`src/rtl/hazard_ctrl_pkg.sv`:
```
// Shared encodings, shadow-entry layout and hazard helper functions
// for the 5-stage MIPS stall/forward controller.
package hazard_ctrl_pkg;

    localparam int RW = 5;
    localparam int TW = 2;

    localparam logic [5:0] OP_RTYPE = 6'h00;
    localparam logic [5:0] OP_J     = 6'h02;
    localparam logic [5:0] OP_JAL   = 6'h03;
    localparam logic [5:0] OP_BEQ   = 6'h04;
    localparam logic [5:0] OP_ADDIU = 6'h09;
    localparam logic [5:0] OP_ORI   = 6'h0d;
    localparam logic [5:0] OP_LUI   = 6'h0f;
    localparam logic [5:0] OP_LW    = 6'h23;
    localparam logic [5:0] OP_SW    = 6'h2b;

    localparam logic [5:0] FN_JR    = 6'h08;
    localparam logic [5:0] FN_MFHI  = 6'h10;
    localparam logic [5:0] FN_MTHI  = 6'h11;
    localparam logic [5:0] FN_MFLO  = 6'h12;
    localparam logic [5:0] FN_MTLO  = 6'h13;
    localparam logic [5:0] FN_MULT  = 6'h18;
    localparam logic [5:0] FN_MULTU = 6'h19;
    localparam logic [5:0] FN_DIV   = 6'h1a;
    localparam logic [5:0] FN_DIVU  = 6'h1b;
    localparam logic [5:0] FN_ADDU  = 6'h21;
    localparam logic [5:0] FN_SUBU  = 6'h23;
    localparam logic [5:0] FN_SLT   = 6'h2a;

    localparam logic [1:0] FD_RF     = 2'd0;
    localparam logic [1:0] FD_EM_ALU = 2'd1;
    localparam logic [1:0] FD_EM_PC8 = 2'd2;
    localparam logic [1:0] FD_MW     = 2'd3;

    localparam logic [1:0] FE_REG    = 2'd0;
    localparam logic [1:0] FE_EM_ALU = 2'd1;
    localparam logic [1:0] FE_MW     = 2'd2;

    localparam logic [TW-1:0] TUSE_0 = 2'd0;
    localparam logic [TW-1:0] TUSE_1 = 2'd1;
    localparam logic [TW-1:0] TUSE_2 = 2'd2;
    localparam logic [TW-1:0] TNEW_0 = 2'd0;
    localparam logic [TW-1:0] TNEW_1 = 2'd1;
    localparam logic [TW-1:0] TNEW_2 = 2'd2;

    localparam logic [RW-1:0] REG_ZERO = 5'd0;
    localparam logic [RW-1:0] REG_RA   = 5'd31;

    typedef enum logic [1:0] {
        MD_MULT  = 2'd0,
        MD_MULTU = 2'd1,
        MD_DIV   = 2'd2,
        MD_DIVU  = 2'd3
    } md_op_e;

    typedef struct packed {
        logic          use_rs;
        logic          use_rt;
        logic [TW-1:0] tuse_rs;
        logic [TW-1:0] tuse_rt;
        logic [RW-1:0] wa;
        logic [TW-1:0] tnew;
        logic          is_md;
        logic          md_go;
        md_op_e        md_op;
        logic          is_jal;
        logic          is_lw;
    } dec_t;

    // rs/rt are stored only when the instruction actually reads them
    typedef struct packed {
        logic [RW-1:0] rs;
        logic [RW-1:0] rt;
        logic [RW-1:0] wa;
        logic [TW-1:0] tnew;
        logic          is_lw;
        logic          is_jal;
        logic          md_go;
        md_op_e        md_op;
    } shadow_t;

    localparam shadow_t BUBBLE = '0;

    function automatic logic src_stall(
        input logic [RW-1:0] src,
        input logic [TW-1:0] tuse,
        input shadow_t       e,
        input shadow_t       m
    );
        if (src == REG_ZERO) return 1'b0;
        if (e.wa == src) return e.tnew > tuse;
        if (m.wa == src) return m.tnew > tuse;
        return 1'b0;
    endfunction

    function automatic logic [1:0] fwd_d_sel(
        input logic [RW-1:0] src,
        input shadow_t       e,
        input shadow_t       m,
        input shadow_t       w
    );
        if (src == REG_ZERO) return FD_RF;
        if (e.wa == src) return FD_RF;
        if (m.wa == src) begin
            if (m.tnew != TNEW_0) return FD_RF;
            return m.is_jal ? FD_EM_PC8 : FD_EM_ALU;
        end
        if (w.wa == src) return FD_MW;
        return FD_RF;
    endfunction

    function automatic logic [1:0] fwd_e_sel(
        input logic [RW-1:0] src,
        input shadow_t       m,
        input shadow_t       w
    );
        if (src == REG_ZERO) return FE_REG;
        if (m.wa == src) return (m.tnew == TNEW_0) ? FE_EM_ALU : FE_REG;
        if (w.wa == src) return FE_MW;
        return FE_REG;
    endfunction

endpackage

```
`src/rtl/hazard_decode.sv`:
```
// Combinational op/funct decode into operand use times, write address,
// result-ready time and multiply/divide class.
module hazard_decode
    import hazard_ctrl_pkg::*;
(
    input  logic [5:0]    op_i,
    input  logic [5:0]    funct_i,
    input  logic [RW-1:0] rt_i,
    input  logic [RW-1:0] rd_i,
    output dec_t          dec_o
);

    logic r;

    always_comb begin
        dec_o = '0;
        r = (op_i == OP_RTYPE);
        unique case (1'b1)
            r && (funct_i == FN_ADDU || funct_i == FN_SUBU ||
                  funct_i == FN_SLT): begin
                dec_o.use_rs  = 1'b1;
                dec_o.use_rt  = 1'b1;
                dec_o.tuse_rs = TUSE_1;
                dec_o.tuse_rt = TUSE_1;
                dec_o.wa      = rd_i;
                dec_o.tnew    = TNEW_1;
            end
            r && (funct_i == FN_JR): begin
                dec_o.use_rs  = 1'b1;
                dec_o.tuse_rs = TUSE_0;
            end
            r && (funct_i == FN_MULT || funct_i == FN_MULTU ||
                  funct_i == FN_DIV  || funct_i == FN_DIVU): begin
                dec_o.use_rs  = 1'b1;
                dec_o.use_rt  = 1'b1;
                dec_o.tuse_rs = TUSE_1;
                dec_o.tuse_rt = TUSE_1;
                dec_o.is_md   = 1'b1;
                dec_o.md_go   = 1'b1;
                dec_o.md_op   = md_op_e'(funct_i[1:0]);
            end
            r && (funct_i == FN_MFHI || funct_i == FN_MFLO): begin
                dec_o.wa    = rd_i;
                dec_o.tnew  = TNEW_1;
                dec_o.is_md = 1'b1;
            end
            r && (funct_i == FN_MTHI || funct_i == FN_MTLO): begin
                dec_o.use_rs  = 1'b1;
                dec_o.tuse_rs = TUSE_1;
                dec_o.is_md   = 1'b1;
            end
            (op_i == OP_ORI || op_i == OP_ADDIU): begin
                dec_o.use_rs  = 1'b1;
                dec_o.tuse_rs = TUSE_1;
                dec_o.wa      = rt_i;
                dec_o.tnew    = TNEW_1;
            end
            (op_i == OP_LUI): begin
                dec_o.wa   = rt_i;
                dec_o.tnew = TNEW_1;
            end
            (op_i == OP_LW): begin
                dec_o.use_rs  = 1'b1;
                dec_o.tuse_rs = TUSE_1;
                dec_o.wa      = rt_i;
                dec_o.tnew    = TNEW_2;
                dec_o.is_lw   = 1'b1;
            end
            (op_i == OP_SW): begin
                dec_o.use_rs  = 1'b1;
                dec_o.use_rt  = 1'b1;
                dec_o.tuse_rs = TUSE_1;
                dec_o.tuse_rt = TUSE_2;
            end
            (op_i == OP_BEQ): begin
                dec_o.use_rs  = 1'b1;
                dec_o.use_rt  = 1'b1;
                dec_o.tuse_rs = TUSE_0;
                dec_o.tuse_rt = TUSE_0;
            end
            (op_i == OP_JAL): begin
                dec_o.wa     = REG_RA;
                dec_o.tnew   = TNEW_0;
                dec_o.is_jal = 1'b1;
            end
            default: ;
        endcase
    end

endmodule

```
`src/rtl/hazard_ctrl.sv`:
```
// Stall/forward controller: shadow E/M/W destination pipeline plus the
// multiply/divide busy sequencer.
module hazard_ctrl
    import hazard_ctrl_pkg::*;
#(
    parameter int unsigned MULT_CYC = 5,
    parameter int unsigned DIV_CYC  = 10
) (
    input  logic          clk,
    input  logic          rst_n,
    input  logic [5:0]    d_op,
    input  logic [5:0]    d_funct,
    input  logic [RW-1:0] d_rs,
    input  logic [RW-1:0] d_rt,
    input  logic [RW-1:0] d_rd,
    output logic          stall,
    output logic [1:0]    fwd_d_rs,
    output logic [1:0]    fwd_d_rt,
    output logic [1:0]    fwd_e_rs,
    output logic [1:0]    fwd_e_rt,
    output logic          fwd_m_rt,
    output logic          md_start,
    output logic [1:0]    md_op,
    output logic          md_busy
);

    localparam int unsigned CMAX = (MULT_CYC > DIV_CYC) ? MULT_CYC : DIV_CYC;
    localparam int CW = $clog2(CMAX + 1);

    dec_t          dec;
    shadow_t       e_q, m_q, w_q;
    shadow_t       e_d, m_d, w_d;
    logic [CW-1:0] cnt_q, cnt_d;
    logic [RW-1:0] src_rs, src_rt;
    logic          dep_stall, md_stall;
    logic          unused_w;

    hazard_decode u_dec (
        .op_i    (d_op),
        .funct_i (d_funct),
        .rt_i    (d_rt),
        .rd_i    (d_rd),
        .dec_o   (dec)
    );

    // Only WA of the W entry feeds any decision
    assign unused_w = ^w_q;

    always_comb begin
        src_rs = dec.use_rs ? d_rs : REG_ZERO;
        src_rt = dec.use_rt ? d_rt : REG_ZERO;

        md_start = e_q.md_go;
        md_busy  = (cnt_q != '0);
        md_op    = md_start ? e_q.md_op : 2'b00;

        dep_stall = src_stall(src_rs, dec.tuse_rs, e_q, m_q) |
                    src_stall(src_rt, dec.tuse_rt, e_q, m_q);
        md_stall  = dec.is_md & (md_busy | md_start);
        stall     = dep_stall | md_stall;

        fwd_d_rs = fwd_d_sel(src_rs, e_q, m_q, w_q);
        fwd_d_rt = fwd_d_sel(src_rt, e_q, m_q, w_q);
        fwd_e_rs = fwd_e_sel(e_q.rs, m_q, w_q);
        fwd_e_rt = fwd_e_sel(e_q.rt, m_q, w_q);
        fwd_m_rt = (m_q.rt != REG_ZERO) && (m_q.rt == w_q.wa);

        e_d = BUBBLE;
        if (!stall) begin
            e_d.rs     = src_rs;
            e_d.rt     = src_rt;
            e_d.wa     = dec.wa;
            e_d.tnew   = dec.tnew;
            e_d.is_lw  = dec.is_lw;
            e_d.is_jal = dec.is_jal;
            e_d.md_go  = dec.md_go;
            e_d.md_op  = dec.md_op;
        end

        m_d = e_q;
        m_d.tnew = (e_q.tnew == TNEW_0) ? TNEW_0 : e_q.tnew - TNEW_1;
        w_d = m_q;

        cnt_d = cnt_q;
        if (md_start) begin
            if (e_q.md_op == MD_DIV || e_q.md_op == MD_DIVU)
                cnt_d = CW'(DIV_CYC);
            else
                cnt_d = CW'(MULT_CYC);
        end else if (md_busy) begin
            cnt_d = cnt_q - CW'(1);
        end
    end

    always_ff @(posedge clk or negedge rst_n) begin
        if (!rst_n) begin
            e_q   <= BUBBLE;
            m_q   <= BUBBLE;
            w_q   <= BUBBLE;
            cnt_q <= '0;
        end else begin
            e_q   <= e_d;
            m_q   <= m_d;
            w_q   <= w_d;
            cnt_q <= cnt_d;
        end
    end

endmodule

```
`config.mk`:
```
export PLATFORM = sky130hd
export DESIGN_NAME = hazard_ctrl
export DESIGN_NICKNAME = d
export VERILOG_FILES = /design/src/rtl/hazard_ctrl_pkg.sv /design/src/rtl/hazard_decode.sv /design/src/rtl/hazard_ctrl.sv
export SDC_FILE = /design/constraint.sdc
export NUM_CORES = 1
export LEC_CHECK = 0
export BUFFER_PORTS_ARGS = -buffer_cell sky130_fd_sc_hd__buf_2
export CORE_ASPECT_RATIO = 0.6
export CORE_UTILIZATION = 37
export DETAILED_ROUTE_END_ITERATION = 8
export GPL_ROUTABILITY_DRIVEN = 0
export PLACE_DENSITY = 0.53
export SYNTH_ARGS = -nofsm -noshare
export SYNTH_HDL_FRONTEND = slang
export SYNTH_SLANG_ARGS = --single-unit
```
`constraint.sdc`:
```
create_clock -name clk -period 3.6 [get_ports clk]
set_clock_uncertainty 0.15 [all_clocks]
set_input_delay 0.18 -clock clk [delete_from_list [all_inputs] [get_ports clk]]
set_output_delay 0.18 -clock clk [all_outputs]
set_load 0.005 [all_outputs]
```
==> results of run 1 <==
==> critical path, delay by kind of cell <==
kind                       cells  cell delay, ns
and+or+nand+nor                4            1.11
AOI/OAI and AO/OA              3            0.90
buffers and inverters          3            0.41
adders and majority gates      1            0.29
==> path summary, 6_finish.rpt <==
check / start / endpoint / slack, ns / depth (start not counted)
worst max-delay path: d_op[0] / stall / 0.37 / 11
worst min-delay path: d_rd[4] / e_q[11] / 0.005 / 3
worst max register to register: m_q[7] / md_start / 1.13 / 7
worst min register to register: e_q[3] / m_q[3] / 0.20 / 0
max in group asynchronous: rst_n / e_q[16] / 2.24 / 2
min in group asynchronous: rst_n / w_q[7] / 0.45 / 2
==> where the power goes <==
group / internal [W] / switching, W
logic: 0.000131 / 0.000151
registers: 0.000516 / 0.0000342
clock network: 0.000249 / 0.000167
==> timing repair <==
action / in CTS / in global routing
hold buffers: 2 / 0
hold endpoints to repair: 44 / 0
setup buffers: 0 / 0
endpoints found under the setup margin: 0 / 0
==> through the flow <==
step	hold slack (ns)	setup slack (ns)	std cells	utilization [%]	power [W]
3_5_place_dp	0.186	0.438	451	43.0	0.000838
3_3_place_gp	0.189	0.628	451	43.0	0.000831
2_1_floorplan	-0.266	1.23	323	-	0.000749
4_1_cts	0.00197	0.436	459	45.0	0.00126
6_report	0.00452	0.366	459	45.0	0.00125
5_1_grt	0.0420	0.118	459	45.0	0.00133
==> cell usage in the layout (no fill, tap or decap), types with 10 or more instances in the layout <==
cell type / Yosys / final
sky130_fd_sc_hd__a21oi_1: 11 / 11
sky130_fd_sc_hd__o21ai_0: 11 / 11
sky130_fd_sc_hd__nor2_1: 32 / 32
sky130_fd_sc_hd__inv_1: 11 / 11
sky130_fd_sc_hd__dfrtp_1: 43 / 43
sky130_fd_sc_hd__xnor2_1: 27 / 27
sky130_fd_sc_hd__buf_2: 0 / 42
sky130_fd_sc_hd__nand2_1: 10 / 10
sky130_fd_sc_hd__nor3_1: 19 / 19
sky130_fd_sc_hd__xor2_1: 22 / 22
==> state kept, by name, summed over array words and instances (netlist names) <==
name	count
cnt_q	4
e_q	20
m_q	13
md_start	1
w_q	5
==> layer usage <==
| layer | global-route usage (%) | vias up |
|---|---|---|
| li1 | - | 1224 |
| met1 | 34.7 | 1208 |
| met2 | 26.3 | 91 |
| met3 | 4.88 | 12 |
| met4 | 5.63 | 0 |
| met5 | 0 | - |
==> final cells by class <==
type | instances | area, µm²
fill | 745 | 4110
multi-input combinational | 249 | 1750
sequential | 43 | 1080
timing repair buffer | 45 | 238
tap | 104 | 130
clock buffer | 6 | 129
inverter | 12 | 45.0
==> cells in the mapped netlist, drive strengths merged (3+ instances only) <==
library cell,number
nor2,33
dfrtp,43
xor2,22
a221oi,5
or2,4
inv,12
ha,8
or4,3
mux2,4
o21ai,12
nand4,3
nand3b,4
xnor2,27
nor3,20
o21a,3
a211oi,3
o22ai,3
nor4,11
nand2,10
clkbuf,17
and2,7
nand3,8
a21oi,12
nor2b,4
and3,7
==> cell families after synthesis <==
group / Yosys count / synth area share (%)
muxes: 5 / 1.99
buffers and inverters: 31 / 4.20
and+or+nand+nor: 132 / 26.3
xor gates and xnor gates: 49 / 14.6
adders and majority gates: 8 / 3.40
DFF: 43 / 36.5
AOI/OAI and AO/OA: 55 / 13.1
==> results.tsv, run 1 <==
stage	metric	value	unit
clocking	cts_sinks	43	
grt	globalRouteOverflowTotal	0	
clocking	max-clock-path-buffers	2	
worst_setup_path	critical_path_class	primary input to primary output	
clocking	cts-resized-gates	0	
layout	n_antenna_cell	0	
route	remaining_drc_errors	0	
worst_setup_path	worst-endpoint-required	3.27	ns
floorplanning	floorplan.die.width	117	µm
job	max-cap-violations	0	
synthesis	synthesis.instances	323	
clocking	clock_latency	0.29	ns
worst_setup_path	timing.critical_path.fanout_max	7	
sta	fmaxAchievable	309	MHz
grt	antenna_found_initial	0	
power	p_per_area	371	nW/µm²
worst_setup_path	cp_data_arrival_time	2.90	ns
layout	post_route_cells_drive_above_1_share	19.2	%
sta	tightestPinTransition	0.983	ns
worst_setup_path	cp_slowest_stage_delay	0.48	ns
worst_setup_path	timing.critical_path.to_type	primary output	
route	detail-route-antenna-nets	0	
floorplanning	placement_rows	24	
floorplanning	floorplan.die.height	71.1	µm
grt	track_usage	21.1	%
power	total_leakage_power	1.55	nW
floorplanning	starting_utilization_of_the_core_area	39.4	%
synthesis	flip_flop_and_latch_count_after_synthesis	43	
grt	vias_in_the_first_global_route	2349	
clocking	cts.clk_slew.worst_paths	0.06	ns
grt	grt_first_pass_wirelength	12.9	mm
synthesis	synthesis.area	2950	µm²
placement	io_buffer_count	42	
placement	dpl.hpwl	6.23	mm
synthesis	yosys_warnings	0	
route	drt-wirelength-per-cell	17.4	µm
route	detail_route.iter0.violations	104	
sta	finalHoldViolCount	0	
route	dr_wl_met3	524	µm
layout	flow.area_growth_from_synthesis	14.2	%
layout	layout.cell_area.non_filler	3370	µm²
clocking	cts_made_buffers	5	
sta	final_max_slew_viol_count	0	
worst_setup_path	cp_common_cell	sky130_fd_sc_hd__buf_2	
floorplanning	floorplan.die_area	8340	µm²
sta	timing.final.crit_share	89.8	%
layout	layout.nets	393	
worst_setup_path	cell_breakdown_of_the_critical_path	buf_2 -> nor4_1 -> nand2_1 -> nor3_1 -> ha_1 -> a2111oi_0 -> a31oi_1 -> o21ai_1 -> nor3_2 -> inv_2 -> buf_2	
worst_setup_path	startpoint_type	primary input	
clocking	cts_tree	done	
clocking	root_buffer	sky130_fd_sc_hd__clkbuf_16	
sta	max_slew_margin	34.5	%
route	dr.pass1.iters	5	
route	num_vias	2535	
status	status	complete, no violations	
route	met2_layer_wire_length_in_the_routed_design	3.02	mm
sta	setup_tns	0	ns
worst_setup_path	timing.critical_path.slowest_stage_cell	sky130_fd_sc_hd__a2111oi_0	
floorplanning	ioPinCount	43	
synthesis	ys_async_sr_fraction	100	%
synthesis	yosysTopAreaCell	sky130_fd_sc_hd__dfrtp_1	
synthesis	synth.lib_cells_used.distinct	63	
sta	finalSetupViolCount	0	
synthesis	synthesis.nets	360	
min_path	hold_class	primary input to flop	
sta	grt_setup_unrepaired	no	
synthesis	synthesis.area_per_instance	9.13	µm²
route	vias_per_cell	5.52	
sta	finalWorstPathRequiredPeriod	3.23	ns
synthesis	synth_top_area_share	36.5	%
clocking	htree_levels	2	
placement	placedInstanceArea	3220	µm²
route	totalWireLength	7.99	mm
synthesis	synth-main-ff-cell	sky130_fd_sc_hd__dfrtp_1	
synthesis	netlist_top_cells_area	sky130_fd_sc_hd__dfrtp_1, sky130_fd_sc_hd__xnor2_1, sky130_fd_sc_hd__xor2_1	
grt	grt_start_max_net_pins	44	
floorplanning	core	7480	µm²
synthesis	synth-seq-area-share	36.5	%
route	wire_length_the_detailed_router_placed_on_met1	4.35	mm
route	highest-signal-layer	met4	
synthesis	synth-edff-count	0	
power	max-vdd-ir-drop	0.175	mV
Note: power is estimated with default switching activity, not from simulation.
==> run 2, diff against run 1 <==
--- a/config.mk
+++ b/config.mk
@@ -5,12 +5,13 @@
 export SDC_FILE = /design/constraint.sdc
 export NUM_CORES = 1
 export LEC_CHECK = 0
-export BUFFER_PORTS_ARGS = -buffer_cell sky130_fd_sc_hd__buf_2
 export CORE_ASPECT_RATIO = 0.6
 export CORE_UTILIZATION = 37
+export CTS_CLUSTER_SIZE = 16
 export DETAILED_ROUTE_END_ITERATION = 8
+export DONT_BUFFER_PORTS = 1
 export GPL_ROUTABILITY_DRIVEN = 0
-export PLACE_DENSITY = 0.53
+export PLACE_DENSITY = 0.48
 export SYNTH_ARGS = -nofsm -noshare
 export SYNTH_HDL_FRONTEND = slang
 export SYNTH_SLANG_ARGS = --single-unit
==> run 2 against run 1 <==
- cell area is 3.0% higher
- final cell count down 3.3%
- hold slack better by 0.058 ns
- register-to-register slack lost 0.43 ns
- first-iteration DRC count grew to 2.7 times the previous value
- die area unchanged
- worst setup slack better by 0.040 ns
- via count fell by 4.3%
- non-clock buffer count shrank 17
- core utilization rose by 1.4 points
- critical endpoint is now e_q[6]
- highest routed layer unchanged
==> results.tsv, run 2 (synthesized netlist as in run 1, its figures left out) <==
stage	metric	value	unit	change
min_path	hold_class	primary input to flop		
placement	dpl.hpwl	6.02	mm	-3.3%
worst_setup_path	timing.critical_path.to_type	flop		
layout	flow.area_growth_from_synthesis	17.7	%	
layout	post_route_cells_drive_above_1_share	8.82	%	-10 points
clocking	cts.clk_slew.worst_paths	0.06	ns	about the same
floorplanning	core	7480	µm²	unchanged
sta	finalSetupViolCount	0		unchanged
clocking	clock_latency	0.29	ns	about the same
sta	tightestPinTransition	0.853	ns	-0.130 ns
floorplanning	ioPinCount	43		unchanged
clocking	root_buffer	sky130_fd_sc_hd__clkbuf_16		
floorplanning	floorplan.die.width	117	µm	unchanged
sta	finalHoldViolCount	0		unchanged
sta	max_slew_margin	42.6	%	+8.1 points
route	num_vias	2426		-4.3%
placement	io_buffer_count	0		-100%
floorplanning	floorplan.die.height	71.1	µm	unchanged
layout	layout_commonest_cell	sky130_fd_sc_hd__dfrtp_1		
route	detail_route.iter0.violations	277		+170%
power	max-vdd-ir-drop	0.158	mV	-9.6%
layout	top_regs	e_q: 20 flops, m_q: 13 flops, w_q: 5 flops		
grt	globalRouteOverflowTotal	0		unchanged
sta	finalWorstPathRequiredPeriod	3.19	ns	-0.0397 ns
route	totalWireLength	8.36	mm	+4.5%
clocking	cts_tree	done		
status	status	complete, no violations		
floorplanning	placement_rows	24		unchanged
worst_setup_path	cp_data_arrival_time	3.21	ns	+0.31 ns
layout	post_layout_nonfiller_instances	444		-3.3%
worst_setup_path	worst-endpoint-required	3.62	ns	+0.35 ns
clocking	postCtsSetupRepairBufs	0		unchanged
layout	final_cell_mix	sky130_fd_sc_hd__dfrtp_1, sky130_fd_sc_hd__nor2_1, sky130_fd_sc_hd__xnor2_1		
route	detail-route-antenna-nets	0		unchanged
sta	setup_tns	0	ns	unchanged
grt	grt_first_pass_wirelength	13.3	mm	+2.9%
layout	n_antenna_cell	0		unchanged
route	vias_per_cell	5.46		-1.1%
grt	grt_start_max_net_pins	44		unchanged
layout	largest_register_ffs	20		unchanged
sta	timing.final.crit_share	88.7	%	-1.1 points
clocking	cts_sinks	43		unchanged
floorplanning	floorplan.die_area	8340	µm²	unchanged
clocking	cts-resized-gates	0		unchanged
sta	grt_setup_unrepaired	no		
grt	vias_in_the_first_global_route	2255		-4.0%
layout	layout.nets	376		-4.3%
power	p_per_area	386	nW/µm²	+4.1%
job	max-cap-violations	0		unchanged
worst_setup_path	timing.critical_path.fanout_max	7		unchanged
clocking	htree_levels	2		unchanged
grt	track_usage	21.9	%	+0.80 points
floorplanning	starting_utilization_of_the_core_area	39.4	%	unchanged
clocking	cts_made_buffers	5		unchanged
grt	antenna_found_initial	0		unchanged
placement	dp_cells	409		-9.3%
worst_setup_path	worst-r2r-setup-slack	0.70	ns	-0.43 ns
sta	fmaxAchievable	313	MHz	+1.2%
clocking	max-clock-path-buffers	2		unchanged
route	drt-wirelength-per-cell	18.8	µm	+8.0%
worst_setup_path	startpoint_type	primary input		
route	dr.pass1.iters	4		-1
worst_setup_path	critical_path_class	primary input to flop		
sta	final_max_slew_viol_count	0		unchanged
power	total_leakage_power	1.50	nW	-3.1%
layout	nFillCells	739		-0.81%
layout	register_ranked_first_by_flip_flop_count	e_q		
route	remaining_drc_errors	0		unchanged
-- run 2: path summary, 6_finish.rpt --
kind | start | endpoint | cells past startpoint
max reg2reg | m_q[7] | e_q[6] | 8
max in group asynchronous | rst_n | e_q[13] | 2
min reg2reg | e_q[3] | m_q[3] | 0
min | d_op[2] | e_q[5] | 3
min in group asynchronous | rst_n | m_q[7] | 2
max | d_op[2] | e_q[6] | 11
-- run 2: area by class of cell --
type / instances / area [µm²] / area share (%)
clock buffer: 6 / 139 / 4.00
tap: 104 / 130 / 3.75
sequential: 43 / 1080 / 31.0
timing repair buffer: 28 / 295 / 8.51
inverter: 12 / 45.0 / 1.30
clock inverter: 2 / 35.0 / 1.01
multi-input combinational: 249 / 1750 / 50.4
-- run 2: worst max-delay path, cell delays in order --
cell                            delay [ns]
sky130_fd_sc_hd__dlygate4sd3_1        0.55
sky130_fd_sc_hd__nor2_1               0.28
sky130_fd_sc_hd__nand2_1              0.08
sky130_fd_sc_hd__o21ai_0              0.20
sky130_fd_sc_hd__ha_1                 0.33
sky130_fd_sc_hd__nor2_1               0.14
sky130_fd_sc_hd__o21ai_0              0.09
sky130_fd_sc_hd__a211oi_1             0.39
sky130_fd_sc_hd__or2_1                0.29
sky130_fd_sc_hd__nor4_1               0.09
sky130_fd_sc_hd__dlygate4sd3_1        0.58
-- run 2: stage by stage --
step,hold WS [ns],worst slack [ns],area (µm²),util (%),power (W)
after floorplan,-0.266,1.23,2950,-,0.000749
after global placement,-0.264,0.714,3010,40.2,0.000779
after detailed placement,-0.263,0.752,3010,40.2,0.000780
after CTS,0.0546,0.455,3470,46.4,0.00135
after global routing,0.0926,0.198,3470,46.4,0.00141
final,0.0625,0.406,3470,46.4,0.00134
-- run 2: repair_timing --
| action | in CTS | in global routing |
|---|---|---|
| hold endpoints to repair | 64 | 0 |
| hold buffers | 27 | 0 |
| setup endpoints to repair | 0 | 0 |
-- run 2: routing by layer --
layer / share of wire (%) / global-route usage [%] / wire [µm]
met1: 54 / 36.5 / 4500
met2: 38 / 26.5 / 3130
met3: 7.7 / 5.48 / 643
met4: 0.93 / 5.49 / 78
met5: 0 / 0 / 0
-- run 2: where the power goes --
group | internal [W] | leakage (nW) | switching (W) | total [W]
combinational | 0.000132 | 0.824 | 0.000122 | 0.000253
clock | 0.000345 | 0.0868 | 0.000188 | 0.000533
sequential | 0.000516 | 0.588 | 0.0000360 | 0.000552
total | 0.000993 | 1.50 | 0.000346 | 0.00134
